**config.mk**
```make
export PLATFORM = sky130hd
export DESIGN_NAME = dmem_bytelane
export DESIGN_NICKNAME = d
export VERILOG_FILES = /design/src/rtl/dmem_pkg.sv /design/src/rtl/dmem_lane_align.sv /design/src/rtl/dmem_bytelane.sv
export SDC_FILE = /design/constraint.sdc
export NUM_CORES = 2
export LEC_CHECK = 0
export ABC_AREA = 1
export BUFFER_PORTS_ARGS = -buffer_cell sky130_fd_sc_hd__buf_2
export CAP_MARGIN = 20
export CORE_ASPECT_RATIO = 1.5
export CORE_UTILIZATION = 40
export DETAILED_ROUTE_END_ITERATION = 12
export PLACE_DENSITY_LB_ADDON = 0.12
export SYNTH_ARGS = -nofsm -noshare
export SYNTH_HDL_FRONTEND = slang
export SYNTH_HIERARCHICAL = 1
export SYNTH_SLANG_ARGS = --single-unit
```
**constraint.sdc**
```tcl
create_clock -name clk -period 10.2 [get_ports clk]
set_clock_uncertainty 0.05 [all_clocks]
set_input_delay 1.02 -clock clk [delete_from_list [all_inputs] [get_ports clk]]
set_output_delay 1.02 -clock clk [all_outputs]
set_load 0.02 [all_outputs]
```
**src/rtl/dmem_pkg.sv**
```systemverilog
// Shared encodings for the byte-lane data memory: access sizes, sequencer
// states and big-endian lane helpers.
package dmem_pkg;

  localparam logic [1:0] SZ_BYTE    = 2'b00;
  localparam logic [1:0] SZ_HALF    = 2'b01;
  localparam logic [1:0] SZ_WORD    = 2'b10;
  localparam logic [1:0] SZ_ILLEGAL = 2'b11;

  typedef enum logic {INIT, IDLE} state_t;

  // Byte-enable bit 3 is lane [31:24], i.e. byte offset 0 (big-endian).
  localparam logic [3:0] BE_BYTE0 = 4'b1000;
  localparam logic [3:0] BE_HALF0 = 4'b1100;
  localparam logic [3:0] BE_HALF2 = 4'b0011;
  localparam logic [3:0] BE_WORD  = 4'b1111;

  // Right-shift that brings byte offset k down to bits [7:0]: 8*(3-k).
  function automatic logic [4:0] lane_shift(input logic [1:0] offset);
    return {~offset, 3'b000};
  endfunction

endpackage

```
**src/rtl/dmem_lane_align.sv**
```systemverilog
// Combinational lane steering: store byte enables/data replication and
// load extraction with sign or zero extension.
module dmem_lane_align
  import dmem_pkg::*;
(
  input  logic [1:0]  size,
  input  logic [1:0]  offset,
  input  logic        is_unsigned,
  input  logic [31:0] wdata,
  input  logic [31:0] rword,
  output logic [3:0]  be,
  output logic [31:0] wlane,
  output logic [31:0] rdata
);

  logic [7:0]  byte_v;
  logic [15:0] half_v;

  always_comb begin
    be     = '0;
    wlane  = '0;
    rdata  = '0;
    byte_v = 8'(rword >> lane_shift(offset));
    half_v = offset[1] ? rword[15:0] : rword[31:16];
    case (size)
      SZ_BYTE: begin
        be    = BE_BYTE0 >> offset;
        wlane = {4{wdata[7:0]}};
        rdata = is_unsigned ? {24'b0, byte_v} : {{24{byte_v[7]}}, byte_v};
      end
      SZ_HALF: begin
        be    = offset[1] ? BE_HALF2 : BE_HALF0;
        wlane = {2{wdata[15:0]}};
        rdata = is_unsigned ? {16'b0, half_v} : {{16{half_v[15]}}, half_v};
      end
      SZ_WORD: begin
        be    = BE_WORD;
        wlane = wdata;
        rdata = rword;
      end
      default: ;
    endcase
  end

endmodule

```
**src/rtl/dmem_bytelane.sv**
```systemverilog
// Big-endian byte-addressed data memory for the MEM stage with fault
// detection and a post-reset init sequencer that writes one word per cycle.
module dmem_bytelane
  import dmem_pkg::*;
#(
  parameter int unsigned DEPTH_WORDS = 64,
  parameter int unsigned ADDR_W      = 32,
  parameter logic [31:0] INIT0       = 32'd9,
  parameter logic [31:0] INIT1       = 32'd1
) (
  input  logic              clk,
  input  logic              reset,
  input  logic [ADDR_W-1:0] address,
  input  logic [31:0]       WriteData,
  input  logic              MemRead,
  input  logic              MemWrite,
  input  logic [1:0]        size,
  input  logic              is_unsigned,
  output logic [31:0]       ReadData,
  output logic              rd_valid,
  output logic              err,
  output logic              busy
);

  localparam int unsigned AW = $clog2(DEPTH_WORDS);

  state_t            state, state_next;
  logic [AW-1:0]     ptr;
  logic [31:0]       mem [DEPTH_WORDS];

  logic [AW-1:0]     idx;
  logic [1:0]        offset;
  logic [ADDR_W-1:0] hi_bits;
  logic              out_of_range, misaligned, illegal, fault;
  logic              accept, init_we, st_we, init_last;
  logic [31:0]       init_val, rword, wlane, rdata;
  logic [3:0]        be;

  assign idx          = address[AW+1:2];
  assign offset       = address[1:0];
  assign hi_bits      = address >> (AW + 2);
  assign out_of_range = |hi_bits;
  assign misaligned   = ((size == SZ_HALF) && address[0]) ||
                        ((size == SZ_WORD) && (address[1:0] != 2'b00));
  assign illegal      = (size == SZ_ILLEGAL);
  assign fault        = out_of_range | misaligned | illegal;
  assign init_last    = (ptr == AW'(DEPTH_WORDS - 1));
  assign rword        = mem[idx];

  dmem_lane_align u_align (
    .size        (size),
    .offset      (offset),
    .is_unsigned (is_unsigned),
    .wdata       (WriteData),
    .rword       (rword),
    .be          (be),
    .wlane       (wlane),
    .rdata       (rdata)
  );

  always_ff @(posedge clk or negedge reset) begin
    if (!reset) state <= INIT;
    else        state <= state_next;
  end

  always_comb begin
    state_next = state;
    if (state == INIT && init_last) state_next = IDLE;
  end

  always_comb begin
    busy     = (state == INIT);
    accept   = (state == IDLE);
    init_we  = (state == INIT) && reset;
    st_we    = accept && MemWrite && !fault;
    init_val = '0;
    if (ptr == AW'(0))      init_val = INIT0;
    else if (ptr == AW'(1)) init_val = INIT1;
  end

  always_ff @(posedge clk or negedge reset) begin
    if (!reset)              ptr <= '0;
    else if (state == INIT)  ptr <= ptr + 1'b1;
  end

  // Array has no reset; contents are rebuilt by the sequencer instead.
  always_ff @(posedge clk) begin
    if (init_we) begin
      mem[ptr] <= init_val;
    end else if (st_we) begin
      for (int unsigned i = 0; i < 4; i++) begin
        if (be[i]) mem[idx][8*i +: 8] <= wlane[8*i +: 8];
      end
    end
  end

  always_ff @(posedge clk or negedge reset) begin
    if (!reset) begin
      ReadData <= '0;
      rd_valid <= 1'b0;
      err      <= 1'b0;
    end else begin
      rd_valid <= accept && MemRead;
      err      <= accept && (MemRead || MemWrite) && fault;
      if (accept && MemRead) ReadData <= fault ? '0 : rdata;
    end
  end

endmodule

```
## Yosys cells after proc, flatten, opt, wreduce, memory -nomap -nowiden

Memory sizes are Yosys's and may differ from the RTL's.
Cells that the tools add are included.

| cells by class | value |
|---|---|
| add/sub/neg operators | 1 |
| shifts and indexed selects | 2 |
| multiply operators | 0 |
| order comparisons | 0 |
| eq/ne operators | 5 |
| muxes and demuxes | 31 |
| div/mod/pow operators | 0 |
| reduce and logical (&&, ||, !) cells | 17 |
| bitwise gates (word level) | 4 |

Operator list:

| operator | number |
|---|---|
| 32-bit case mux with 3 select lines | 2 |
| 32-bit 2-to-1 mux | 5 |
| 32-bit OR reduction | 1 |
| 32-bit by 5-bit >> shifter with 8-bit output | 1 |
| 24-bit OR reduction | 1 |
| 1-bit 2-to-1 mux | 19 |
| 16-bit 2-to-1 mux | 1 |
| 4-bit case mux with 3 select lines | 1 |
| 1-bit logical AND | 9 |
| 4-bit 2-to-1 mux | 2 |
| 6-bit by 1-bit adder with 6-bit output (second input constant) | 1 |
| 6-bit by 1-bit == test with 1-bit output (second input constant) | 1 |
| 6-bit == test (second input constant) | 1 |
| 6-bit zero test | 1 |
| 6-bit 2-to-1 mux | 1 |
| 2-bit == test (second input constant) | 2 |
| 4-bit by 2-bit >> shifter with 4-bit output (first input constant) | 1 |
| 2-bit by 1-bit == test with 1-bit output (second input constant) | 1 |
| 2-bit zero test | 1 |
| 1-bit logical OR | 2 |
| 2-bit inverter | 1 |
| 1-bit OR | 2 |
| 2-bit nonzero test | 1 |
| 1-bit zero test | 1 |
| 1-bit inverter | 1 |

| storage, ports and cells | value |
|---|---|
| memory bits (writable) | 2048 |
| logic and storage cells | 66 |
| memory bits (read-only) | 0 |
| latch bits | 0 |
| output and inout port bits | 35 |
| memories kept | 1 |
| flip-flop bits (word level) | 41 |
| input port bits | 71 |

Memory list:

| name | depth | width | rd ports | clocked after memory_dff | wr ports | RTL line | text |
|---|---|---|---|---|---|---|---|
| mem | 64 | 32 | 1 | 0 | 1 | dmem_bytelane.sv:29 | `logic [31:0] mem [DEPTH_WORDS];` |

## Depth between registers and ports, before layout

| logic depth | value |
|---|---|
| depth in word-level cells | 12 |
| mapped depth | 21 |
| mapped depth without buffers | 17 |

## By module

The synthesis kept the hierarchy.

Modules (own cells, without submodules):

| module | sequential area each (µm²) | cells an instance | area an instance (µm²) | instances |
|---|---|---|---|---|
| dmem_bytelane | 62525.0 | 6763 | 84100.7 | 1 |
| dmem_lane_align | 0.0 | 332 | 1450.1 | 1 |

## Least setup slack after synthesis

Ideal clock, no wire load.

| timing | value |
|---|---|
| kind | input to register |
| from | in size[0] |
| to | mem mem[0][0] (data pin) |
| slack | 5402 ps |
| path buffers | 0 |
| arrival time | 4201 ps |
| cell stages on the path | 7 |
| required time | 9602 ps |
| setup time | 548 ps |
| path through | nor2_2 inv_1 o31ai_1 o211ai_4 nand2_4 a31oi_1 a21oi_1 |

| on the way | value |
|---|---|
| elaborated cells between the ends (all ways) | 31 |
| classes of those cells | eq/ne: 3; mux: 19; bitwise: 2; reduce/logical: 7 |

RTL lines:

| element | RTL line | text |
|---|---|---|
| start: declaration | dmem_bytelane.sv:17 | `input logic [1:0] size,` |
| 2-bit == test (tied with other cells) | dmem_lane_align.sv:25 | `case (size)` |
| 4-bit case mux with 3 select lines (*) | dmem_lane_align.sv:25 |  |
| named net be[1] | dmem_bytelane.sv:37 | `logic [3:0] be;` |
| 1-bit 2-to-1 mux (*) | dmem_bytelane.sv:92 | `if (be[i]) mem[idx][8*i +: 8] <= wlane[8*i +: 8];` |
| 1-bit 2-to-1 mux (*) | dmem_bytelane.sv:90 | `end else if (st_we) begin` |
| 1-bit 2-to-1 mux (*) | dmem_bytelane.sv:88 | `if (init_we) begin` |
| 1-bit 2-to-1 mux (implied by the code) (*) | dmem_bytelane.sv:92 |  |
| 32-bit OR reduction (no line) (*) | - |  |
| 32-bit 2-to-1 mux (no line) (*) | - |  |
| end: declaration | dmem_bytelane.sv:29 |  |

Mark *: on every way through the listed nets, which the timed path passes. The rest lies on a longest branch.

## Worst setup path after layout

| timing | value |
|---|---|
| from | in address[1] |
| to | mem mem[49][11] (enable) |

| on the way | value |
|---|---|
| elaborated cells between the ends (all ways) | 29 |
| classes of those cells | shift: 1; mux: 20; bitwise: 2; reduce/logical: 6 |

RTL lines:

| element | RTL line | text |
|---|---|---|
| start: declaration | dmem_bytelane.sv:13 | `input logic [ADDR_W-1:0] address,` |
| 4-bit by 2-bit >> shifter with 4-bit output / 4-bit 2-to-1 mux (equally long branches) | dmem_lane_align.sv:27, dmem_lane_align.sv:32 |  |
| 4-bit case mux with 3 select lines (*) | dmem_lane_align.sv:25 |  |
| named net be[1] | dmem_bytelane.sv:37 |  |
| 1-bit 2-to-1 mux (*) | dmem_bytelane.sv:92 |  |
| 1-bit 2-to-1 mux (*) | dmem_bytelane.sv:90 |  |
| 1-bit 2-to-1 mux (*) | dmem_bytelane.sv:88 |  |
| 1-bit 2-to-1 mux (implied by the code) (*) | dmem_bytelane.sv:92 |  |
| 32-bit OR reduction (no line) | - |  |
| 6-bit 2-to-1 mux (no line) / 4-bit 2-to-1 mux (equally long branches) | - |  |

Marked as above.

==> impl_metrics.tcl <==
set metrics [dict create \
    status "complete, no violations" \
    worst_ep_arrival_time_ns 5.48 \
    async_flop_share_pct 1.96 \
    combPwrFrac_pct 5.1 \
    final_common_cell "edfxtp_1" \
    synth-main-ff-cell "edfxtp_1" \
    switchingPower_uw 3910 \
    fmax_ghz 0.197 \
    clockBufferDepth 4 \
    finalHoldViolCount 0 \
    switching_share_pct 22.1 \
    p_clk_share_pct 42.5 \
    fin_nets 7110 \
    vias 56600 \
    route.detailed.drc 0 \
    ctsResizeCount 0 \
    start_kind "input port" \
    io_buffers 105 \
    avgSynthCellArea_um2 12.1 \
    drt_first_pass_iters 6 \
    ys_warn_count 6 \
    fill_cells 19500 \
    period_minus_slack_ns 5.08 \
    regArea_mm2 0.0625 \
    fp.dieW_um 380 \
    clkTransAtPathRegs_ns 0.06 \
    wl_per_cell_um 27.3 \
    finalSetupTns_ns 0 \
    root_buffer "clkbuf_16" \
    seqPwrFrac_pct 52.5 \
    grt-ovfl-total 0 \
    fin_util_pct 45.0 \
    min_path_type "input port to asynchronous set/reset pin" \
    io_pins 106 \
    cts_tree "built" \
    drive_above_1_share_pct 8.96 \
    grt_max_degree 177 \
    layout_common_cells "2048 x edfxtp_1, 1333 x nor2_1, 1106 x o21ai_0, 832 x nand2_1, 513 x o22ai_1" \
    rsz0062_at_grt "false" \
    finalCritPeriodShare_pct 49.8 \
    final_max_slew_viol_count 0 \
    clk_latency_ns 0.87 \
    htree_levels 4 \
    ir_drop_uv 128 \
    core_area_mm2 0.212 \
    syn_inst 7095 \
    worst_pin_slew_ns 1.16 \
    synth_enable_flop_cells 2048 \
    drt-total-wl_um 273000 \
    cts_setup_buffers 0 \
    dp_hpwl_um 167000 \
    multi_input_area_mm2 0.0209 \
    via_per_inst 5.65 \
    start_util_pct 40.3 \
    synth_seq_cells 2089 \
    clock_sinks 2089 \
    synth_fp_nets 7169 \
    floorplan.rows 207 \
    power-per-cell-area_mw_per_mm2 185 \
    cp-end-kind "flip-flop" \
    drt_iter0_drc 5419 \
    cellLeakagePower_uw 0.0285 \
    gp_congestion 0.883 \
    setup_viol 0 \
    area_growth_pct 11.7 \
    detail-route-antenna-nets 0 \
    synth_area_mm2 0.0856 \
    grt_pass1_vias 55000 \
    grt_pass1_wl_um 393000 \
    grt_usage_pct 24.8 \
    hold_slack_ns 0.232 \
    synth_cell_type_count 38 \
    yosysSeqAreaShare_pct 73.1 \
    max-slew-margin-rel_pct 22.3 \
    antenna_found_initial 7 \
    drv_cap 0 \
    path_class "input port to flip-flop" \
    die_area_mm2 0.216 \
    p_int_uw 13800 \
    worstPathRequired_ns 10.60 \
    crit_fanout 34 \
    hold_buffers 0 \
    cts_made_buffers 201 \
    die_y_um 568 \
]
[flip-flops by register name (all words and copies together), names as in the netlist]
register / flops
err: 1
rd_valid: 1
mem: 2048
accept: 1
ptr: 6
ReadData: 32
[cell type report]
class,instances,share of cell area (%)
Sequential cell,2089,65.4
Multi-Input combinational cell,4395,21.8
Antenna cell,3,0.00785
Inverter,108,0.458
Tap cell,2821,3.69
Timing Repair Buffer,241,1.88
Clock inverter,116,1.26
Clock buffer,241,5.46
[power groups by stage]
stage,sequential (µW),combinational [µW],clock (µW)
5_1_grt,9270,967,7900
3_5_place_dp,9460,894,0
4_1_cts,9270,896,7620
2_1_floorplan,9460,533,0
6_report,9270,898,7510
3_3_place_gp,9460,892,0
[cells by family (layout without fill, tap and decap cells)]
kind of cell	after synthesis	count (layout)	synth area share [%]
AOI/OAI and AO/OA	1721	1721	11.0
xor gates and xnor gates	5	5	0.0512
adders and majority gates	3	3	0.0439
buffers and inverters	611	706	2.83
DFF	2089	2089	73.1
other	0	3	0
and+or+nand+nor	2666	2666	13.0
[through the flow]
stage               setup WS, ns  instances  total power, µW  area [µm²]
floorplan                   5.40       7095             9990       85600
global placement            4.43       9619            10400       88800
detailed placement          4.40       9651            10400       89100
CTS                         5.28      10000            17800       95500
global route                4.84      10000            18100       95600
finish                      5.12      10000            17700       95600
[synth_stat cells, types with 8 or more instances]
cell         n  area share, %
inv_1       94           0.41
edfxtp_1  2048             72
a21oi_1     68           0.40
nand2_2     10          0.073
o22ai_1    513            3.8
o21ai_0   1106            6.5
or2_1       17           0.12
nand3_1    371            2.2
buf_1       51           0.22
dfrtp_1     41            1.2
nor2_1    1365            6.0
o211ai_1    15           0.13
clkbuf_1   376            1.6
a22oi_1      8          0.070
nand2_1    832            3.7
buf_2       70           0.41
nor2_8      12           0.28
nand2_4     40           0.53
inv_2       12          0.053
[per-layer routing]
| layer | vias up | wire (µm) | GRT usage [%] |
|---|---|---|---|
| met5 | - | 13 | 0 |
| met3 | 437 | 16300 | 3.01 |
| met2 | 1967 | 137000 | 42.9 |
| li1 | 25500 | - | - |
| met1 | 28600 | 108000 | 31.3 |
| met4 | 2 | 12000 | 10.4 |
[worst paths after layout]
| path | start | endpoint | slack, ns | cells after the start |
|---|---|---|---|---|
| max in group asynchronous | reset | ptr[2]$_DFFE_PN0N_ | 9.44 | 2 |
| worst max register to register | accept$_DFFE_PN0P_ | mem[49][11]$_DFFE_PP_ | 6.04 | 10 |
| worst min register to register | ReadData[23]$_DFFE_PN0P_ | ReadData[23]$_DFFE_PN0P_ | 0.42 | 2 |
| worst max-delay path | address[1] | mem[49][11]$_DFFE_PP_ | 5.12 | 11 |
| min in group clk | ReadData[23]$_DFFE_PN0P_ | ReadData[23]$_DFFE_PN0P_ | 0.42 | 2 |
| worst min-delay path | reset | ReadData[28]$_DFFE_PN0P_ | 0.23 | 2 |
[worst max-delay path: stages]
cell and delay, ns:
buf_2 0.46, inv_1 0.49, o31ai_1 0.91, o211ai_4 0.22
nand2_4 0.17, nand2_1 0.09, nand2_2 0.15, nand2_4 0.11
nor2_8 0.21, nand2_1 0.63, nor2_1 1.00
(Power assumes the default switching activity.)
